===== src/rtl/foc_seq_pkg.sv =====
// Shared constants for the FOC control-loop sequencer: FSM encodings,
// overrun counter width and its saturating increment.
package foc_seq_pkg;

  localparam logic [2:0] ST_IDLE  = 3'd0;
  localparam logic [2:0] ST_START = 3'd1;
  localparam logic [2:0] ST_WAIT  = 3'd2;
  localparam logic [2:0] ST_FLUSH = 3'd3;
  localparam logic [2:0] ST_FAULT = 3'd4;

  localparam int OVR_W = 8;

  function automatic logic [OVR_W-1:0] ovr_inc(input logic [OVR_W-1:0] v);
    return (v == {OVR_W{1'b1}}) ? v : v + {{(OVR_W-1){1'b0}}, 1'b1};
  endfunction

endpackage


===== src/rtl/seq_timeout_ctr.sv =====
// Clear/enable up-counter with a run-time terminal-count compare; shared by the
// stage watchdog and the end-of-loop flush hold.
module seq_timeout_ctr #(
  parameter int W = 9
) (
  input  logic         clk,
  input  logic         rstb,
  input  logic         clr_i,
  input  logic         en_i,
  input  logic [W-1:0] term_i,
  output logic         tc_o
);

  logic [W-1:0] cnt_q;
  logic [W-1:0] cnt_d;

  // clear has priority over count
  always_comb begin
    if (clr_i) begin
      cnt_d = '0;
    end else if (en_i) begin
      cnt_d = cnt_q + W'(1);
    end else begin
      cnt_d = cnt_q;
    end
  end

  // counter register
  always_ff @(posedge clk or negedge rstb) begin
    if (!rstb) begin
      cnt_q <= '0;
    end else begin
      cnt_q <= cnt_d;
    end
  end

  assign tc_o = (cnt_q == term_i);

endmodule


===== src/rtl/foc_seq.sv =====
// FOC control-loop sequencer: accepts a sample, walks the compute stages in order
// with a per-stage watchdog, then soft-resets the datapath before going idle.
module foc_seq
  import foc_seq_pkg::*;
#(
  parameter int NUM_STAGES = 6,
  parameter int TIMEOUT    = 512,
  parameter int RST_CYC    = 1,
  parameter int CNT_W      = 16
) (
  input  logic                          clk,
  input  logic                          rstb,
  input  logic                          valid,
  output logic                          ready,
  output logic                          cap_en,
  output logic [NUM_STAGES-1:0]         stage_start,
  input  logic [NUM_STAGES-1:0]         stage_done,
  output logic                          mod_rstb,
  output logic                          loop_done,
  output logic [CNT_W-1:0]              loop_cycles,
  output logic [OVR_W-1:0]              overrun_cnt,
  output logic                          fault,
  output logic [$clog2(NUM_STAGES)-1:0] fault_stage,
  input  logic                          fault_clr
);

  localparam int IDX_W = $clog2(NUM_STAGES);
  localparam int TMR_W = $clog2(TIMEOUT);

  logic [2:0]            state_q, state_d;
  logic [IDX_W-1:0]      idx_q, idx_d;
  logic [CNT_W-1:0]      cnt_q, cnt_d, cnt_inc_s;
  logic [CNT_W-1:0]      loop_cycles_q, loop_cycles_d;
  logic [OVR_W-1:0]      overrun_q, overrun_d;
  logic [IDX_W-1:0]      fault_stage_q, fault_stage_d;
  logic                  ready_q, ready_d;
  logic                  cap_en_q, cap_en_d;
  logic [NUM_STAGES-1:0] stage_start_q, stage_start_d;
  logic                  mod_rstb_q, mod_rstb_d;
  logic                  loop_done_q, loop_done_d;
  logic                  fault_q, fault_d;

  logic                  accept_s;
  logic                  done_s;
  logic                  tmr_clr_s, tmr_en_s, tmr_tc_s;
  logic [TMR_W-1:0]      tmr_term_s;

  // Watchdog in WAIT; the same counter times the mod_rstb low phase in FLUSH.
  seq_timeout_ctr #(.W(TMR_W)) u_tmr (
    .clk    (clk),
    .rstb   (rstb),
    .clr_i  (tmr_clr_s),
    .en_i   (tmr_en_s),
    .term_i (tmr_term_s),
    .tc_o   (tmr_tc_s)
  );

  assign accept_s  = valid && ready_q;
  assign done_s    = stage_done[idx_q];
  assign cnt_inc_s = (cnt_q == {CNT_W{1'b1}}) ? cnt_q : cnt_q + CNT_W'(1);

  // next-state and next-output logic; outputs are derived from the next state
  always_comb begin
    state_d       = state_q;
    idx_d         = idx_q;
    cnt_d         = cnt_q;
    loop_cycles_d = loop_cycles_q;
    fault_stage_d = fault_stage_q;
    loop_done_d   = 1'b0;
    tmr_clr_s     = 1'b0;
    tmr_en_s      = 1'b0;
    tmr_term_s    = TMR_W'(TIMEOUT - 1);
    overrun_d     = (valid && !ready_q) ? ovr_inc(overrun_q) : overrun_q;

    case (state_q)
      ST_IDLE: begin
        if (accept_s) begin
          state_d = ST_START;
          idx_d   = '0;
          cnt_d   = CNT_W'(1);
        end else begin
          state_d = ST_IDLE;
        end
      end
      ST_START: begin
        cnt_d     = cnt_inc_s;
        tmr_clr_s = 1'b1;
        state_d   = ST_WAIT;
      end
      ST_WAIT: begin
        cnt_d = cnt_inc_s;
        // done is checked first so it beats a same-cycle timeout
        if (done_s) begin
          tmr_clr_s = 1'b1;
          if (idx_q == IDX_W'(NUM_STAGES - 1)) begin
            state_d = ST_FLUSH;
          end else begin
            idx_d   = idx_q + IDX_W'(1);
            state_d = ST_START;
          end
        end else if (tmr_tc_s) begin
          fault_stage_d = idx_q;
          state_d       = ST_FAULT;
        end else begin
          tmr_en_s = 1'b1;
        end
      end
      ST_FLUSH: begin
        cnt_d      = cnt_inc_s;
        tmr_term_s = TMR_W'(RST_CYC - 1);
        if (tmr_tc_s) begin
          loop_cycles_d = cnt_inc_s;
          loop_done_d   = 1'b1;
          state_d       = ST_IDLE;
        end else begin
          tmr_en_s = 1'b1;
        end
      end
      ST_FAULT: begin
        if (fault_clr) begin
          state_d = ST_IDLE;
        end else begin
          state_d = ST_FAULT;
        end
      end
      default: begin
        state_d = ST_IDLE;
      end
    endcase

    ready_d       = (state_d == ST_IDLE);
    cap_en_d      = accept_s;
    mod_rstb_d    = !((state_d == ST_FLUSH) || (state_d == ST_FAULT));
    fault_d       = (state_d == ST_FAULT);
    stage_start_d = (state_d == ST_START) ? ({{(NUM_STAGES-1){1'b0}}, 1'b1} << idx_d)
                                          : '0;
  end

  // state and registered outputs
  always_ff @(posedge clk or negedge rstb) begin
    if (!rstb) begin
      state_q       <= ST_IDLE;
      idx_q         <= '0;
      cnt_q         <= '0;
      loop_cycles_q <= '0;
      overrun_q     <= '0;
      fault_stage_q <= '0;
      ready_q       <= 1'b1;
      cap_en_q      <= 1'b0;
      stage_start_q <= '0;
      mod_rstb_q    <= 1'b1;
      loop_done_q   <= 1'b0;
      fault_q       <= 1'b0;
    end else begin
      state_q       <= state_d;
      idx_q         <= idx_d;
      cnt_q         <= cnt_d;
      loop_cycles_q <= loop_cycles_d;
      overrun_q     <= overrun_d;
      fault_stage_q <= fault_stage_d;
      ready_q       <= ready_d;
      cap_en_q      <= cap_en_d;
      stage_start_q <= stage_start_d;
      mod_rstb_q    <= mod_rstb_d;
      loop_done_q   <= loop_done_d;
      fault_q       <= fault_d;
    end
  end

  assign ready       = ready_q;
  assign cap_en      = cap_en_q;
  assign stage_start = stage_start_q;
  assign mod_rstb    = mod_rstb_q;
  assign loop_done   = loop_done_q;
  assign loop_cycles = loop_cycles_q;
  assign overrun_cnt = overrun_q;
  assign fault       = fault_q;
  assign fault_stage = fault_stage_q;

endmodule

===== config.mk =====
export PLATFORM = sky130hd
export DESIGN_NAME = foc_seq
export DESIGN_NICKNAME = d
export VERILOG_FILES = /design/src/rtl/foc_seq_pkg.sv /design/src/rtl/seq_timeout_ctr.sv /design/src/rtl/foc_seq.sv
export SDC_FILE = /design/constraint.sdc
export NUM_CORES = 1
export LEC_CHECK = 0
export BUFFER_PORTS_ARGS = -buffer_cell sky130_fd_sc_hd__buf_2
export CAP_MARGIN = 25
export CORE_ASPECT_RATIO = 0.6
export CORE_MARGIN = 4
export CORE_UTILIZATION = 55
export CTS_CLUSTER_DIAMETER = 30
export DETAILED_ROUTE_END_ITERATION = 7
export GPL_TIMING_DRIVEN = 0
export HOLD_SLACK_MARGIN = 0.03
export PLACE_DENSITY_LB_ADDON = 0.12
export SLEW_MARGIN = 5
export SYNTH_ARGS = -nofsm -noshare
export SYNTH_HDL_FRONTEND = slang
export SYNTH_SLANG_ARGS = --single-unit

===== constraint.sdc =====
create_clock -name clk -period 2.37 [get_ports clk]
set_clock_uncertainty 0.1 [all_clocks]
set_input_delay 0 -clock clk [delete_from_list [all_inputs] [get_ports clk]]
set_output_delay 0 -clock clk [all_outputs]
set_load 0.01 [all_outputs]

# Word-level counts from Yosys, hierarchy flattened
# Index checks and enable logic that the tools add are counted.
[word_totals]
regBits = 69
out_inout_bits = 38
input_bits = 10
wordCells = 74
[classes]
order_cmp = 1
reduce_logical = 14
add_sub_neg = 4
bitwise = 2
n_mux = 27
eq_ne = 12
shifts = 1
[ops]
columns = ["operator", "count"]
rows = [
  ["$mux W16", 2],
  ["$pmux W16 S2", 1],
  ["$mux W9", 3],
  ["$mux W3", 7],
  ["$add A16 B1 Y16 const B", 1],
  ["$eq A16 B16 Y1 const B", 1],
  ["$pmux W3 S5", 1],
  ["$add A9 B1 Y9 const B", 1],
  ["$eq A3 B2 Y1 const B", 3],
  ["$eq A3 B3 Y1 const B", 3],
  ["$eq A9 B9 Y1", 1],
  ["$add A8 B1 Y8 const B", 1],
  ["$eq A8 B8 Y1 const B", 1],
  ["$mux W1", 7],
  ["$eq A3 B1 Y1 const B", 2],
  ["$logic_not A3 Y1", 2],
  ["$mux W6", 1],
  ["$pmux W3 S2", 1],
  ["$reduce_and A2 Y1", 3],
  ["$shl A1 B3 Y6 const A", 1],
  ["$lt A3 B4 Y1 const B", 1],
  ["$pmux W1 S2", 2],
  ["$reduce_bool A2 Y1", 2],
  ["$add A3 B1 Y3 const B", 1],
  ["other kinds (9)", 12],
]

# Logic depth before layout (Yosys ltp)
[logic_depth]
word_depth = 9
mapped_depth = 8
depth_no_buf = 7

# By module
# From an unflattened synthesis, not the netlist that was laid out.
[hier_totals]
hier_cells = 378
hier_area_um2 = 3592.2
[modules_own_cells]
columns = ["module", "instances", "area_each_um2", "cells_per_inst"]
rows = [
  ["foc_seq", 1, 3049.2, 323],
  ["seq_timeout_ctr", 1, 543.0, 55],
]

# Worst setup path before layout
# Ideal clock, no wire load.
[synth_path]
kind = "flip-flop to flip-flop"
startpoint = "register idx_q[0]"
endpoint = "register fault_stage_q[0], in the netlist fault_stage[0]"
required_time_ns = 2.145
setup_time_ns = 0.125
period_less_slack_ns = 2.123
t_arrival_ns = 1.899
slack_ns = 0.247
stages_incl_launch_ff = 6
path_cell_list = "dfrtp_1 buf_6 mux4_2 a22o_2 a211oi_4 mux2_2"
[synth_via]
elab_chain_len = 4
[synth_rtl]
columns = ["item", "line_no", "rtl"]
rows = [
  ["from (decl)", "foc_seq.sv:31", "logic [IDX_W-1:0] idx_q, idx_d;"],
  ["from (signal assigned)", "foc_seq.sv:156", "idx_q <= idx_d;"],
  ["$bmux W1 S3", "foc_seq.sv:59", "assign done_s = stage_done[idx_q];"],
  ["$mux W1 (not written as such)", "foc_seq.sv:59", ""],
  ["$not A1 Y1 (no source line)", "--", ""],
  ["$reduce_and A3 Y1 (no source line)", "--", ""],
  ["to (signal assigned)", "foc_seq.sv:160", "fault_stage_q <= fault_stage_d;"],
  ["to (decl)", "foc_seq.sv:35", "logic [IDX_W-1:0] fault_stage_q, fault_stage_d;"],
]
# Parallel ways exist; a longest one is shown, timed or not. The select of a mux whose other input is x is not followed.
# A chain may end at the register's enable or synchronous reset.

# Worst setup path in the final report
# Same ends and word-level chain as after synthesis.

==> run_results.csv <==
group,metric,value,unit
cts,clockBufferDepth,2,
timing,fmax,0.438,GHz
pwr,irDropWorstVdd,0.000601,V
worst_setup_path,cp_cell_sequence,"buf_6 -> mux4_2 -> a22o_2 -> a211oi_4 -> mux2_2",
timing,drv_slew,0,
die,dieArea,7910,µm²
timing,finalCritPeriodShare,0.963,
die,die_y,70.5,µm
cts,clkTransAtPathRegs,0.08,ns
synth,syn_nets,374,
worst_setup_path,cp_top_family,"multiplexers",
grt,grt_pass1_wl,13900,µm
final_layout,area_delta_synth_final,16.2,%
final_layout,final_nets,435,
drt,drt.antenna.violating_nets,0,
synth,synthArstFlopShare,1.00,
worst_setup_path,path_class,"flip-flop to flip-flop",
drt,drt_iter0_drc,321,
worst_setup_path,cp-startpoint,"idx_q[0]",
synth,synth_edf_count,0,
drt,routedWlPerCell,17.0,µm
synth,synth-seq-cells,69,
timing,slew_headroom,0.426,
timing,tns,0,ns
grt,grt_antenna_before_repair,0,
die,num_rows,22,
die,io_pins,48,
final_layout,final_layout_size_suffix_gt1_frac,0.224,
final_layout,fillers,507,
final_layout,finalInstanceArea,4160,µm²
die,start_util,0.576,
worst_setup_path,path_max_fanout,9,
synth,synth-seq-area-share,0.483,
final_layout,diodes,0,
worst_setup_path,worst-path-buf-inv,1,
pwr,power_density,1090,nW/µm²
timing,finalSetupViolations,0,
die,die_w,112,µm
timing,rsz0062_at_grt,"no",
timing,whs,0.180,ns
cts,clockRootBuffer,"clkbuf_8",
placed_design,place_hpwl,6120,µm
drt,drc,0,
grt,grt_usage,0.221,
grt,grt_pass1_vias,2719,
synth,syn-cell-area,3580,µm²
pwr,power,0.00452,W
drt,first_pass_iters,5,
synth,synth_flop_cell,"dfrtp_1",
placed_design,portBuffers,47,
pwr,p_leak,1.93,nW
worst_setup_path,crit_path_start_kind,"flip-flop",
placed_design,place_area,3920,µm²
cts,insertion_delay,0.36,ns
worst_hold_path,hold_class,"input pin to asynchronous set/reset pin",
drt,drt_wl_total,8650,µm
worst_setup_path,r2r-start,"idx_q[0]",
grt,grt_remaining_overflow,0,
worst_setup_path,crit_required,2.52,ns
timing,layout_setup_ws,0.0883,ns
synth,syn_avg_cell_area,9.97,µm²
worst_setup_path,end_kind,"flip-flop",
placed_design,place.gp.congestion,0.919,
timing,hold_viol,0,
synth,synth.distinct_cells,58,
cts,clock-sinks,69,
final_layout,final_common_cell,"dfrtp_1",
status,outcome,"complete, no violations",
drt,num_vias,3027,
synth,synthCells,359,
worst_setup_path,critPathMaxStageDelay,0.55,ns
flow_run,maxCapViolCount,0,
cts,numCtsBuffers,9,
drt,vias_per_cell,5.95,
synth,ys_warn_count,0,
final_layout,mostFrequentLayoutCells,"dfrtp_1 (67), nand2_1 (49), buf_2 (49)",
die,fp.coreArea,6220,µm²
timing,fin_crit,2.28,ns
timing,worst_pin_slew,0.861,ns
cts,htreeDepth,3,
worst_setup_path,critPathArrivalTime,2.43,ns
placed_design,dp_slack,0.0517,ns
worst_setup_path,cpMaxStageDelayCell,"mux4_2",
cts,cts_tree,"yes",
grt,grt_max_degree,70,
final timing paths:
| path | slack (ns) | end | cells past startpoint |
|---|---|---|---|
| max | 0.09 | fault_stage[0] | 5 |
| min reg2reg | 0.39 | loop_cycles[3] | 2 |
| min | 0.18 | fault_stage[1] | 2 |
| max reg2reg | 0.09 | fault_stage[0] | 5 |
| min in group clk | 0.20 | idx_q[2] | 5 |
| max in group asynchronous | 1.41 | cnt_q[1] | 2 |
layer usage:
layer / GRT usage / routed length (µm)
met5: 0 / 0
met4: 0.0387 / 45
met3: 0.0701 / 737
met2: 0.284 / 3600
met1: 0.358 / 4270
cells by family (layout without fill, tap and decap cells):
group	after synthesis	after routing	synth area share
buf+inv	27	93	0.0314
mux	16	16	0.0503
fa+ha+maj	5	5	0.0175
flops	69	69	0.483
simple gates	131	131	0.196
compound gates	93	93	0.178
xor+xnor	18	18	0.0440
flip-flops by register name, summed over array words and instances, names as in the netlist:
| name | count |
|---|---|
| cap_en | 1 |
| cnt_q | 16 |
| fault | 1 |
| fault_stage | 3 |
| idx_q | 3 |
| loop_cycles | 16 |
| loop_done | 1 |
| mod_rstb | 1 |
| overrun_cnt | 8 |
| ready | 1 |
| stage_start | 6 |
| state_q | 3 |
| u_tmr.cnt_q | 9 |
area by class of cell:
class / count / area (µm²) / area share
inverter: 9 / 33.8 / 0.00812
multi-input combinational: 263 / 1770 / 0.425
buffer: 17 / 75.1 / 0.0180
sequential: 69 / 1730 / 0.416
clock inverter: 7 / 50.0 / 0.0120
clock buffer: 9 / 124 / 0.0298
tap: 84 / 105 / 0.0253
timing repair buffer: 51 / 275 / 0.0661
cells in the mapped netlist, types with 2 or more instances:
library cell,number,share of area
nand4_2,2,0.0070
dfstp_2,2,0.015
inv_1,9,0.0094
and4_1,7,0.017
and2_1,5,0.0087
or3_1,2,0.0035
nand3_1,9,0.013
xnor2_1,10,0.024
a21oi_1,13,0.018
clkbuf_1,14,0.015
buf_2,3,0.0042
nand3b_1,3,0.0063
a21o_1,4,0.0084
and3_1,7,0.012
xor2_1,8,0.020
nand4_1,13,0.023
a31o_2,2,0.0049
o22ai_1,2,0.0035
dfrtp_1,67,0.47
o2111ai_1,2,0.0049
a211oi_1,2,0.0042
ha_1,5,0.017
a31oi_1,11,0.019
nand2b_1,3,0.0052
nor3_1,5,0.0070
o21ai_0,38,0.053
mux2i_1,9,0.025
nor2b_1,3,0.0052
nor2_1,14,0.015
o211ai_1,2,0.0042
nand2_1,49,0.051
a41oi_1,3,0.0073
mux2_2,6,0.019
where the power goes:
group / switching [W] / total, W / internal [W]
Clock: 0.000490 / 0.000872 / 0.000382
Sequential: 0.000294 / 0.00180 / 0.00150
Combinational: 0.00116 / 0.00186 / 0.000697
what timing repair did:
item                                   in CTS  in global routing
hold buffers                                3                  0
gates resized for setup                     1                  5
endpoints found under the hold margin      72                  0
pin swaps                                   0                  1
buffers inserted                            0                  1
setup endpoints to repair                   1                 15
through the flow:
step	std cells	utilization
after global placement	490	0.630
after floorplan	359	-
final	509	0.669
after CTS	509	0.664
after global routing	509	0.669
after detailed placement	490	0.631
(Power assumes the default switching activity.)
